<file path="src/rtl/dp_job_scheduler.sv">
// ---------------------------------------------------------------------------
// dp_job_scheduler
//
// Shares one four-stage load/mux datapath between NREQ requesting units.
// A round-robin arbiter picks one requester. The block then steps the
// datapath through load stages S1..S4, holding each stage for STAGE_CYC
// clocks, and pulses that requester's done bit for one cycle in FIN.
// This block is the only driver of the datapath control lines.
//
// Parameters
//   NREQ       number of requesters (2..8)
//   STAGE_CYC  clocks each load stage is held (1..15)
//
// Ports
//   clk    in   1     rising-edge clock
//   rst_n  in   1     asynchronous, active-low reset
//   req    in   NREQ  per-requester job request; held until done, dropped to abort
//   grant  out  NREQ  one-hot owner of the datapath, zero when idle
//   busy   out  1     high whenever a job is in progress (state != IDLE)
//   sel1   out  1     stage-1 load enable
//   sel2   out  1     stage-2 load enable
//   mux1   out  1     stage-2 operand mux select
//   sel3   out  1     stage-3 load enable
//   sel4   out  1     stage-4 load enable
//   mux2   out  1     stage-4 operand mux select
//   done   out  NREQ  one-cycle completion pulse to the granted requester
//
// Every output comes straight from a flop. The flops are loaded from the
// decode of the *next* state, so a control line rises on the same edge that
// enters its state.
// ---------------------------------------------------------------------------
module dp_job_scheduler #(
  parameter int NREQ      = 2,
  parameter int STAGE_CYC = 1
) (
  input  logic            clk,
  input  logic            rst_n,
  input  logic [NREQ-1:0] req,
  output logic [NREQ-1:0] grant,
  output logic            busy,
  output logic            sel1,
  output logic            sel2,
  output logic            mux1,
  output logic            sel3,
  output logic            sel4,
  output logic            mux2,
  output logic [NREQ-1:0] done
);

  localparam int PW = (NREQ > 1) ? $clog2(NREQ) : 1;

  typedef enum logic [2:0] {
    IDLE = 3'd0,
    S1   = 3'd1,
    S2   = 3'd2,
    S3   = 3'd3,
    S4   = 3'd4,
    FIN  = 3'd5
  } state_t;

  state_t          state_q, state_d;
  logic [3:0]      cnt_q, cnt_d;
  logic [PW-1:0]   ptr_q, ptr_d;
  logic [PW-1:0]   owner_q, owner_d;
  logic [NREQ-1:0] grant_q, grant_d;
  logic [NREQ-1:0] done_q, done_d;
  logic            busy_q, busy_d;
  logic            sel1_q, sel1_d;
  logic            sel2_q, sel2_d;
  logic            mux1_q, mux1_d;
  logic            sel3_q, sel3_d;
  logic            sel4_q, sel4_d;
  logic            mux2_q, mux2_d;

  logic [PW-1:0]   winner;
  logic            found;
  logic [PW-1:0]   owner_inc;
  logic            stage_end;
  logic            owner_req;

  // Index arithmetic modulo NREQ. NREQ need not be a power of two, so the
  // wrap is explicit rather than relying on the vector width.
  function automatic logic [PW-1:0] wrap_add(input logic [PW-1:0] a, input int b);
    int s;
    s = int'(a) + b;
    if (s >= NREQ) s = s - NREQ;
    return PW'(s);
  endfunction

  // Round-robin search. Start at the pointer, move upward, and wrap. The
  // first request found wins.
  always_comb begin
    winner = '0;
    found  = 1'b0;
    for (int i = 0; i < NREQ; i++) begin
      if (!found && req[wrap_add(ptr_q, i)]) begin
        found  = 1'b1;
        winner = wrap_add(ptr_q, i);
      end
    end
  end

  assign owner_inc = wrap_add(owner_q, 1);
  assign stage_end = (cnt_q == 4'(STAGE_CYC - 1));
  assign owner_req = req[owner_q];

  // Next-state logic and output decode.
  always_comb begin
    state_d = state_q;
    cnt_d   = cnt_q + 4'd1;
    ptr_d   = ptr_q;
    owner_d = owner_q;
    grant_d = grant_q;

    unique case (state_q)
      IDLE: begin
        cnt_d = 4'd0;
        if (found) begin
          state_d         = S1;
          owner_d         = winner;
          grant_d         = '0;
          grant_d[winner] = 1'b1;
        end
      end
      S1, S2, S3, S4: begin
        if (!owner_req) begin
          // Abort: the owner dropped its request. Release the datapath
          // without a done pulse. The pointer still moves past the owner.
          state_d = IDLE;
          grant_d = '0;
          ptr_d   = owner_inc;
          cnt_d   = 4'd0;
        end else if (stage_end) begin
          cnt_d = 4'd0;
          unique case (state_q)
            S1:      state_d = S2;
            S2:      state_d = S3;
            S3:      state_d = S4;
            default: state_d = FIN;
          endcase
        end
      end
      FIN: begin
        state_d = IDLE;
        grant_d = '0;
        ptr_d   = owner_inc;
        cnt_d   = 4'd0;
      end
      default: begin
        state_d = IDLE;
        grant_d = '0;
        cnt_d   = 4'd0;
      end
    endcase

    busy_d = (state_d != IDLE);
    sel1_d = (state_d == S1);
    sel2_d = (state_d == S2);
    mux1_d = (state_d == S2);
    sel3_d = (state_d == S3);
    sel4_d = (state_d == S4);
    mux2_d = (state_d == S4);
    done_d = (state_d == FIN) ? grant_d : '0;
  end

  // State and output registers. Reset clears everything at once, so an
  // interrupted job never reaches FIN.
  always_ff @(posedge clk or negedge rst_n) begin
    if (!rst_n) begin
      state_q <= IDLE;
      cnt_q   <= 4'd0;
      ptr_q   <= '0;
      owner_q <= '0;
      grant_q <= '0;
      done_q  <= '0;
      busy_q  <= 1'b0;
      sel1_q  <= 1'b0;
      sel2_q  <= 1'b0;
      mux1_q  <= 1'b0;
      sel3_q  <= 1'b0;
      sel4_q  <= 1'b0;
      mux2_q  <= 1'b0;
    end else begin
      state_q <= state_d;
      cnt_q   <= cnt_d;
      ptr_q   <= ptr_d;
      owner_q <= owner_d;
      grant_q <= grant_d;
      done_q  <= done_d;
      busy_q  <= busy_d;
      sel1_q  <= sel1_d;
      sel2_q  <= sel2_d;
      mux1_q  <= mux1_d;
      sel3_q  <= sel3_d;
      sel4_q  <= sel4_d;
      mux2_q  <= mux2_d;
    end
  end

  assign grant = grant_q;
  assign done  = done_q;
  assign busy  = busy_q;
  assign sel1  = sel1_q;
  assign sel2  = sel2_q;
  assign mux1  = mux1_q;
  assign sel3  = sel3_q;
  assign sel4  = sel4_q;
  assign mux2  = mux2_q;

endmodule

</file>
<file path="config.mk">
export PLATFORM = sky130hd
export DESIGN_NAME = dp_job_scheduler
export DESIGN_NICKNAME = d
export VERILOG_FILES = /design/src/rtl/dp_job_scheduler.sv
export SDC_FILE = /design/constraint.sdc
export NUM_CORES = 1
export LEC_CHECK = 0
export BUFFER_PORTS_ARGS = -buffer_cell sky130_fd_sc_hd__buf_2
export CELL_PAD_IN_SITES_DETAIL_PLACEMENT = 0
export CELL_PAD_IN_SITES_GLOBAL_PLACEMENT = 1
export CORE_MARGIN = 10
export CORE_UTILIZATION = 35
export CTS_BUF_LIST = sky130_fd_sc_hd__clkbuf_8
export CTS_CLUSTER_SIZE = 28
export DETAILED_ROUTE_END_ITERATION = 8
export HOLD_SLACK_MARGIN = 0.1
export PLACE_DENSITY_LB_ADDON = 0.25
export SLEW_MARGIN = 20
export SYNTH_ARGS = -nofsm -noshare
export SYNTH_HDL_FRONTEND = slang
export SYNTH_SLANG_ARGS = --single-unit
</file>
<file path="constraint.sdc">
create_clock -name clk -period 2 [get_ports clk]
set_input_delay 0.5 -clock clk [delete_from_list [all_inputs] [get_ports clk]]
set_output_delay 0.5 -clock clk [all_outputs]
set_load 0.005 [all_outputs]
</file>
== Word level (Yosys, flattened, before mapping) ==
Index checks and enable logic that the tools add are counted.

* Bits of input ports: 4
* Logic and storage cells: 75
* Flip-flop bits (word level): 18
* Output and inout bits: 11

* Reductions and logical operators: 10
* Magnitude comparators: 8
* $add $sub $neg: 6
* Equal/unequal tests: 11
* Muxes and demuxes: 29

{| class="wikitable"
|+ Operators by type and width
! cell !! count
|-
| 2-to-1 mux 1 bit || 15
|-
| == test 3 x 2 -> 1 bit (second input constant) || 4
|-
| == test 3 bit (second input constant) || 4
|-
| 2-to-1 mux 4 bit || 3
|-
| 2-to-1 mux 3 bit || 3
|-
| one-hot mux 3 bit (3 select lines) || 1
|-
| less-than comparator 1 x 2 -> 1 bit (second input constant) || 4
|-
| == test 3 x 1 -> 1 bit (second input constant) || 2
|-
| 2-to-1 mux 2 bit || 3
|-
| one-hot mux 3 bit (2 select lines) || 1
|-
| adder 1 x 1 -> 2 bit (second input constant) || 2
|-
| adder 4 x 1 -> 4 bit (second input constant) || 1
|-
| greater-or-equal comparator 2 bit (second input constant) || 2
|-
| logical NOT 4 bit || 1
|-
| one-hot mux 2 bit (2 select lines) || 1
|-
| AND reduction 2 bit || 2
|-
| OR reduction 4 bit || 1
|-
| logical NOT 3 bit || 1
|-
| nonzero test 3 bit || 1
|-
| subtractor 1 bit (second input constant) || 3
|-
| greater-or-equal comparator 1 x 2 -> 1 bit (second input constant) || 1
|-
| logical AND 1 bit || 2
|-
| != test 2 bit (second input constant) || 1
|-
| one-hot mux 1 bit (2 select lines) || 1
|-
| other kinds (4) || 4
|}

== Logic depth before layout (Yosys ltp) ==
Gate-level depths: netlist of run 1.

* Depth in word-level cells: 15
* Mapped depth: 6
* Gate-level depth less buffers: 6

== Worst setup path after synthesis of run 1 ==
Ideal clock, no wire load.

* Path kind: register -> register
* From: reg cnt_q[0]
* To: reg state_q[1]
* Setup time: 0.077 ns
* Data required time: 1.923 ns
* Stages on the path, launching flop included: 7
* Period minus slack after synthesis: 1.509 ns
* Arrival time: 1.432 ns
* Setup slack: 0.491 ns
* Path buffers: 0
* Cell sequence: dfrtp_1 inv_1 ha_1 nor3b_2 nand2_1 or2_2 a21oi_1

* Word-level cells in the longest chain between the ends: 4

{| class="wikitable"
|+ RTL lines
! what !! line !! text
|-
| from (decl) || 62 || <nowiki>logic [3:0] cnt_q, cnt_d;</nowiki>
|-
| from (signal assigned) || 185 || <nowiki>cnt_q <= cnt_d;</nowiki>
|-
| logical NOT 4 bit || 104 || <nowiki>assign stage_end = (cnt_q == 4'(STAGE_CYC - 1));</nowiki>
|-
| 2-to-1 mux 3 bit || 133 || <nowiki>end else if (stage_end) begin</nowiki>
|-
| 2-to-1 mux 3 bit || 126 || <nowiki>if (!owner_req) begin</nowiki>
|-
| one-hot mux 3 bit (2 select lines) || 115 || <nowiki>unique case (state_q)</nowiki>
|-
| named net state_d[1] || 61 || <nowiki>state_t state_q, state_d;</nowiki>
|-
| to (signal assigned) || 184 || <nowiki>state_q <= state_d;</nowiki>
|-
| to (decl) || 61 ||
|}

The timed path passes the listed nets, and every way through them passes these cells.
A chain may end at the register's enable or synchronous reset.

== Worst setup path after layout of run 1 ==
* From: reg state_q[0]
* To: reg done_q[0], in the netlist done[0]

* Elaborated cells on any way between the ends: 14
* Classes of those cells: eq/ne: 5; mux: 7; reduce/logical: 2

{| class="wikitable"
|+ RTL lines
! what !! line !! text
|-
| == test 3 x 2 -> 1 bit (tied with other cells) || 115 ||
|-
| OR reduction 4 bit || 115 ||
|-
| one-hot mux 2 bit (2 select lines) (*) || 115 ||
|-
| named net grant_d[0] || 65 || <nowiki>logic [NREQ-1:0] grant_q, grant_d;</nowiki>
|-
| 2-to-1 mux 2 bit (*) || 163 || <nowiki>done_d = (state_d == FIN) ? grant_d : '0;</nowiki>
|-
| named net done_d[0] || 66 || <nowiki>logic [NREQ-1:0] done_q, done_d;</nowiki>
|-
| to (signal assigned) || 189 || <nowiki>done_q <= done_d;</nowiki>
|-
| to (decl) || 66 ||
|}

Mark *: on every way through the listed nets, which the timed path passes. The rest lies on a longest branch.

==> results.ini, run 1 <==
[run_status]
status=complete, no violations

[timing]
rsz0062_at_grt=false
slew_violations=0
clock_skew_ns=0.00226
hold_viol_final=0
slew-limit-headroom_pct=71.2
period_minus_slack_ns=1.68
finalSetupViolCount=0
max_freq_ghz=0.596
fin_crit_sh_pct=83.9
fin_tns_setup_ns=0
worst_pin_slew_ns=0.420

[global_route]
grt_pass1_wl_mm=3.28
global_route.usage.met3_pct=3.63
grt_max_degree=19
grt_overflow=0
use_met2_pct=11.0
grt_antenna_before_repair=0
use_met1_pct=10.4
busiest_layer=met2
grt_pass1_vias=674
track_usage_pct=7.96

[synth]
synth-edff-count=0
async_flop_share_pct=100
synth_area_leaders=dfrtp_1 50%, a21oi_1 3.9%, buf_4 3.3%
synth_top_family_by_area=simple AND/OR/NAND/NOR gates
synth_compound_area_share_pct=12.1
synthSimpleGateAreaFrac_pct=22.4
muxShareOfSynthArea_pct=3.47
syn_area_um2=901
synth_largest_area_cell=dfrtp_1
syn_inst=84
yosys_register_bits=18
synth_nets=90
ys_seq_area_share_pct=50.0
synth_cell_types=34
yosysWarnings=0
synth_fa_ha_area_share_pct=2.78
synthXorXnorAreaFrac_pct=2.92
synth_top_area_share_pct=50.0
synth.avg_cell_area_um2=10.7
synth_ff_type=dfrtp_1

[setup_path]
worst_ep_arrival_time_ns=1.82
critPathMaxStageDelay_ns=0.53
slowest_stage=dfrtp_1
cp-end-kind=flip-flop
cp_max_fo=11
path_class=reg -> reg
start_kind=flip-flop
rrSetupSlack_ns=0.32
cp_top_family=simple AND/OR/NAND/NOR gates
worstReg2RegEnd=done[0]
path_cells=nor3_4, nor3b_4, a221o_1, and3_1
critPathBufInv=0
crit_required_ns=2.15
ff2ff_path_depth=4
rr_startpoint=state_q[0]

[detailed_routing]
ant_nets=0
wirelength_mm=1.85
wl_per_cell_um=14.3
drtIter0Drc=35
first_pass_iters=4
via_per_inst=5.07
num_vias=654
drc=0

[floorplanning]
core_region_area_mm2=0.00248
die_area_mm2=0.00500
std_cell_rows=18
die_x_um=70.7
die_h_um=70.7
initial_core_util_pct=36.4
ios=15

[clock_tree]
cts_resized=0
cts_max_level=1
cts_root_buf=clkbuf_8
cts_tree=built
clkSinkCount=18
post-cts-setup-buffers=0
cts_hold_buf=0
path_clk_slew_ns=0.07
clk_path_buf_depth=2
clk_latency_ns=0.25
numCtsBuffers=3

[layout]
final_util_pct=42.0
fillers=257
diodes=0
seqCellArea_um2=450
nets=106
area_growth_syn_to_layout_pct=15.4
final_layout_size_suffix_gt1_share_pct=29.3
multi_input_area_um2=393

[placement]
io_buffers=14
place_hpwl_mm=1.33
gp_congestion=0.751

[power_and_ir_drop]
p_per_area_mw_per_mm2=1290
p_leak_nw=0.497
power.total_w=0.00134
vdd_drop_max_mv=0.595

[run]
max_cap_violations=0

[min_path]
min_path_type=in -> async

[Yosys cell counts (all sizes together), types with 2 or more instances]
cell type  instances
nand3              2
or2                2
buf                6
o21ai              4
nand2              5
nor2               7
and3               3
a21oi              7
ha                 2
mux2i              2
nor3               4
nor3b              4
xnor2              2
dfrtp             18
inv                3
[per-stage QoR]
stage | area (µm²) | hold slack (ns) | worst slack (ns) | std cells
3_3_place_gp | 985 | 0.454 | 0.327 | 125
6_report | 1040 | 0.166 | 0.322 | 129
4_1_cts | 1040 | 0.177 | 0.325 | 129
5_1_grt | 1040 | 0.195 | 0.134 | 129
2_1_floorplan | 901 | 0.204 | 0.491 | 84
3_5_place_dp | 985 | 0.460 | 0.275 | 125
[final cells by class]
cell class | instances | share of cell area, %
multi-input cells | 57 | 37.8
flip-flops and latches | 18 | 43.3
repair buffers | 17 | 8.90
clock buffers | 4 | 5.29
inverters | 3 | 1.08
well taps | 30 | 3.61
[report_power, final]
part	switching (W)	internal, W	leakage (nW)
logic	0.000240	0.000232	0.232
clock network	0.000120	0.000175	0.0288
registers	0.000110	0.000461	0.236
total	0.000470	0.000868	0.497
[worst register-to-register path: stages, from the launching register on]
cell and delay, ns:
dfrtp_1 0.53, nor3_4 0.42, nor3b_4 0.10, a221o_1 0.37, and3_1 0.15
[cell families (layout without fill, tap and decap cells)]
| logic type | Yosys count | in the layout |
|---|---|---|
| multiplexers | 3 | 3 |
| XOR/XNOR | 3 | 3 |
| AND/OR/NAND/NOR | 32 | 32 |
| AO/OA/AOI/OAI | 17 | 17 |
| buffers and inverters | 9 | 24 |
| adder cells (fa/ha/maj) | 2 | 2 |
| flip-flops | 18 | 18 |
[worst max-delay path by stage]
stage | depth (start not counted) | to | from
floorplan | 6 | state_q[1] | cnt_q[0]
global placement | 5 | done[0] | req[1]
detailed placement | 5 | done[0] | req[1]
CTS | 4 | done[0] | state_q[0]
global route | 6 | state_q[0] | cnt_q[0]
finish | 4 | done[0] | state_q[0]
[state kept, by name (all words and copies together) (netlist names)]
| name | flops |
|---|---|
| cnt_q | 4 |
| state_q | 3 |
| done | 2 |
| grant | 2 |
| busy | 1 |
| mux1 | 1 |
| mux2 | 1 |
| owner_q | 1 |
| ptr_q | 1 |
| sel1 | 1 |
| sel3 | 1 |
[metal layers]
metal	part of all wire, %	vias to the layer above
met1	48	312
met5	0	-
met4	1.0	0
met3	7.3	2
li1	-	321
met2	43	19
[cell usage in the layout (no fill, tap or decap)]
cell,instances
nor3_1,3
o21ai_0,3
a21oi_1,7
or2_2,2
xor2_1,1
nor3b_2,1
o311ai_0,1
a22o_1,1
nor2b_1,1
mux2i_1,2
nand4b_1,1
mux2_2,1
and2_1,1
nand3_1,2
xnor2_1,2
a221o_1,1
nand3b_1,1
or3b_2,1
and3_1,3
buf_4,3
buf_2,14
a211oi_1,1
clkbuf_8,4
nor3b_1,2
nor3_4,1
nor3b_4,1
nor2_1,7
dfrtp_1,18
nand2_1,5
o22a_1,1
inv_1,3
o21ai_2,1
o22ai_1,1
ha_1,2
Power figures use the tool's default switching activity.
==> run 2, diff against run 1 <==
==> constraint.sdc (replaced) <==
create_clock -name clk -period 1.7 [get_ports clk]
set_input_delay 0.425 -clock clk [delete_from_list [all_inputs] [get_ports clk]]
set_output_delay 0.425 -clock clk [all_outputs]
set_load 0.005 [all_outputs]
==> results.ini, run 2 (synthesis results as in run 1) <==
[detailed_routing]
num_vias=646
ant_nets=0
first_pass_iters=3
wirelength_mm=1.80
wl_per_cell_um=13.5
drtIter0Drc=45
drc=0
via_per_inst=4.86

[timing]
hold_viol_final=0
slew-limit-headroom_pct=72.4
fin_crit_sh_pct=87.5
max_freq_ghz=0.672
worst_pin_slew_ns=0.414
fin_tns_setup_ns=0
slew_violations=0
period_minus_slack_ns=1.49
finalSetupViolCount=0
rsz0062_at_grt=false
clock_skew_ns=0.00381

[floorplanning]
core_region_area_mm2=0.00248
die_h_um=70.7
die_area_mm2=0.00500
ios=15
initial_core_util_pct=36.4
die_x_um=70.7
std_cell_rows=18

[global_route]
grt_overflow=0
grt_pass1_wl_mm=3.08
grt_antenna_before_repair=0
track_usage_pct=7.24
grt_max_degree=19
grt_pass1_vias=670

[setup_path]
rr_startpoint=state_q[1]
cp_max_fo=8
crit_required_ns=1.84
worst_ep_arrival_time_ns=1.63
setup.worst_path.start=state_q[1]
path_class=reg -> reg
cp-end-kind=flip-flop
start_kind=flip-flop

[placement]
placed_cells=129
io_buffers=14
dpl_cell_area_mm2=0.00101
place_hpwl_mm=1.34
gp_congestion=0.750

[clock_tree]
cts_max_level=1
clkSinkCount=18
cts_tree=built
clk_path_buf_depth=2
clk_latency_ns=0.25
path_clk_slew_ns=0.07
numCtsBuffers=3
cts_root_buf=clkbuf_8

[power_and_ir_drop]
vdd_drop_max_mv=0.803
p_leak_nw=0.519
p_per_area_mw_per_mm2=1500

[layout]
fin_cells=133
seqCellArea_um2=450
top_regs=cnt_q: 4 flops, state_q: 3 flops
layout_common_cells=18 x dfrtp_1, 14 x buf_2, 7 x a21oi_1, 7 x nor2_1, 7 x buf_4
fillers=269
diodes=0
layout_commonest_cell=dfrtp_1
stdcell_area_mm2=0.00108
area_growth_syn_to_layout_pct=19.6
multi_input_area_um2=400
largest_reg_flops=4
final_layout_size_suffix_gt1_share_pct=33.0
top_register=cnt_q
nets=110

[run_status]
status=complete, no violations

[min_path]
min_path_type=in -> async

[run]
max_cap_violations=0

[run 2: cell types whose count changed in the layout (fill, tap and decap cells not counted)]
cell and change:
o21ai_0 -1, or3b_2 -1, buf_4 +4, nor3b_1 -1
nor3b_2 +1, o21ai_1 +1, or3b_4 +1
[run 2: routing by layer]
layer  wire [µm]  GRT usage [%]  share of wire, %
met5           0              0                 0
met4          12           2.58              0.67
met3         108           3.07               6.0
met2         767           10.5                43
met1         909           9.32                51
[run 2: final timing paths]
kind	end	slack, ns	depth (start not counted)
worst min-delay path	mux1	0.1	1
min in group clk	cnt_q[0]	0.50	1
max in group asynchronous	owner_q	1.31	1
worst max-delay path	done[0]	0.21	5
worst min register to register	cnt_q[0]	0.50	1
worst max register to register	done[0]	0.21	5
[run 2: report_power, final]
group	leakage [nW]	switching [W]	internal, W
Clock	0.0288	0.000138	0.000205
Combinational	0.254	0.000319	0.000319
Sequential	0.236	0.0000934	0.000543
Total	0.519	0.000550	0.00107
[run 2: cell type report]
| class | count | share of cell area, % |
|---|---|---|
| multi-input cells | 57 | 37.2 |
| well taps | 30 | 3.48 |
| repair buffers | 21 | 11.4 |
| flip-flops and latches | 18 | 41.8 |
| inverters | 3 | 1.05 |
| clock buffers | 4 | 5.11 |
[run 2: timing repair]
item	4_1_cts	5_1_grt
hold buffers	0	0
resized for setup	0	3
setup buffers	0	0
setup endpoints to repair	0	1
[run 2: through the flow]
stage / utilization [%] / power (W) / hold slack (ns) / worst slack (ns)
floorplan: - / 0.00110 / 0.129 / 0.191
global placement: 41.0 / 0.00128 / 0.382 / 0.116
detailed placement: 41.0 / 0.00128 / 0.384 / 0.113
CTS: 43.2 / 0.00164 / 0.108 / 0.108
global route: 43.5 / 0.00175 / 0.120 / 0.106
finish: 43.5 / 0.00162 / 0.0985 / 0.213
[run 2: critical path, cell delays in order, from the launching register on]
cell	delay, ns
dfrtp_1	0.52
nor3_4	0.09
buf_4	0.16
and3_1	0.17
a221o_1	0.28
and3_1	0.15
==> run 3, diff against run 2 <==
--- a/config.mk
+++ b/config.mk
@@ -15,6 +15,7 @@
 export DETAILED_ROUTE_END_ITERATION = 8
 export HOLD_SLACK_MARGIN = 0.1
 export PLACE_DENSITY_LB_ADDON = 0.25
+export RECOVER_POWER = 100
 export SLEW_MARGIN = 20
 export SYNTH_ARGS = -nofsm -noshare
 export SYNTH_HDL_FRONTEND = slang
==> results.ini, run 3 (synthesis results as in run 1) <==
[setup_path]
cp-end-kind=flip-flop
worst_ep_arrival_time_ns=1.66
ff2ff_path_depth=4
path_class=reg -> reg
worstReg2RegEnd=done[0]
start_kind=flip-flop
crit_required_ns=1.84
setup.worst_path.start=state_q[1]
rrSetupSlack_ns=0.18
cp_max_fo=8
rr_startpoint=state_q[1]

[power_and_ir_drop]
power.total_w=0.00155
p_per_area_mw_per_mm2=1500
p_leak_nw=0.476
vdd_drop_max_mv=0.759

[global_route]
grt_pass1_vias=670
grt_max_degree=19
grt_overflow=0
grt_pass1_wl_mm=3.08
grt_antenna_before_repair=0
track_usage_pct=7.24

[timing]
max_freq_ghz=0.658
slew_violations=0
fin_tns_setup_ns=0
hold_viol_final=0
fin_crit_sh_pct=89.4
rsz0062_at_grt=false
period_minus_slack_ns=1.52
slew-limit-headroom_pct=34.6
clock_skew_ns=0.00206
worst_pin_slew_ns=0.982
finalSetupViolCount=0

[layout]
layout_commonest_cell=dfrtp_1
layout_common_cells=18 x dfrtp_1, 9 x clkbuf_1, 7 x a21oi_1, 7 x nor2_1
area_growth_syn_to_layout_pct=15.0
top_regs=cnt_q: 4 flops, state_q: 3 flops
diodes=0
final_layout_size_suffix_gt1_share_pct=21.4
final_util_pct=41.8
nets=110
largest_reg_flops=4
fillers=281
top_register=cnt_q

[detailed_routing]
via_per_inst=4.89
drc=0
ant_nets=0
drtIter0Drc=50
wl_per_cell_um=13.7
wirelength_mm=1.83
num_vias=651
first_pass_iters=2

[clock_tree]
clk_latency_ns=0.25
path_clk_slew_ns=0.07
cts_hold_buf=0
cts_root_buf=clkbuf_8
numCtsBuffers=3
cts_tree=built
clkSinkCount=18
post-cts-setup-buffers=0
clk_path_buf_depth=2
cts_max_level=1

[floorplanning]
ios=15
initial_core_util_pct=36.4
std_cell_rows=18
die_x_um=70.7
die_h_um=70.7
core_region_area_mm2=0.00248
die_area_mm2=0.00500

[placement]
io_buffers=14
gp_congestion=0.750
place_hpwl_mm=1.34

[run_status]
status=complete, no violations

[min_path]
min_path_type=in -> async

[run]
max_cap_violations=0

[run 3: worst max-delay path: stages (launching register included)]
cell	delay (ns)
dfrtp_1	0.47
nor3_1	0.29
nor3b_1	0.13
a221o_1	0.38
and3_1	0.15
[run 3: through the flow]
stage	std cells	worst slack (ns)	hold WS, ns	instance area [µm²]
2_1_floorplan	84	0.191	0.129	901
3_3_place_gp	129	0.116	0.382	1010
3_5_place_dp	129	0.113	0.384	1010
4_1_cts	133	0.108	0.108	1070
5_1_grt	133	0.0842	0.387	1040
6_report	133	0.181	0.311	1040
[run 3: report_power, final]
| group | internal [W] | switching [W] |
|---|---|---|
| clock | 0.000205 | 0.000141 |
| combinational | 0.000270 | 0.000308 |
| sequential | 0.000543 | 0.0000816 |
| total | 0.00102 | 0.000531 |
[run 3: final cells by class]
cell class	count	area [µm²]	area share, %
repair buffers	21	109	10.5
multi-input cells	57	373	36.0
well taps	30	37.5	3.62
inverters	3	11.3	1.09
flip-flops and latches	18	450	43.5
clock buffers	4	55.1	5.31
[run 3: worst max-delay path by stage]
stage                     slack [ns]         end  cells after the start
after global routing            0.08     done[0]                      4
after global placement          0.12     done[0]                      6
after CTS                       0.11  state_q[0]                      6
after floorplan                 0.19  state_q[1]                      6
after detailed placement        0.11  state_q[0]                      6
final                           0.18     done[0]                      4
[run 3: what timing repair did]
| action | 4_1_cts | 5_1_grt |
|---|---|---|
| hold endpoints to repair | 0 | 0 |
| endpoints found under the setup margin | 0 | 1 |
| resized for setup | 0 | 3 |
[run 3: layer usage]
metal	up-vias	GRT usage (%)	wire (µm)
li1	329	-	-
met2	11	10.5	779
met4	0	2.58	12
met5	-	0	0
met3	2	3.07	108
met1	309	9.32	925
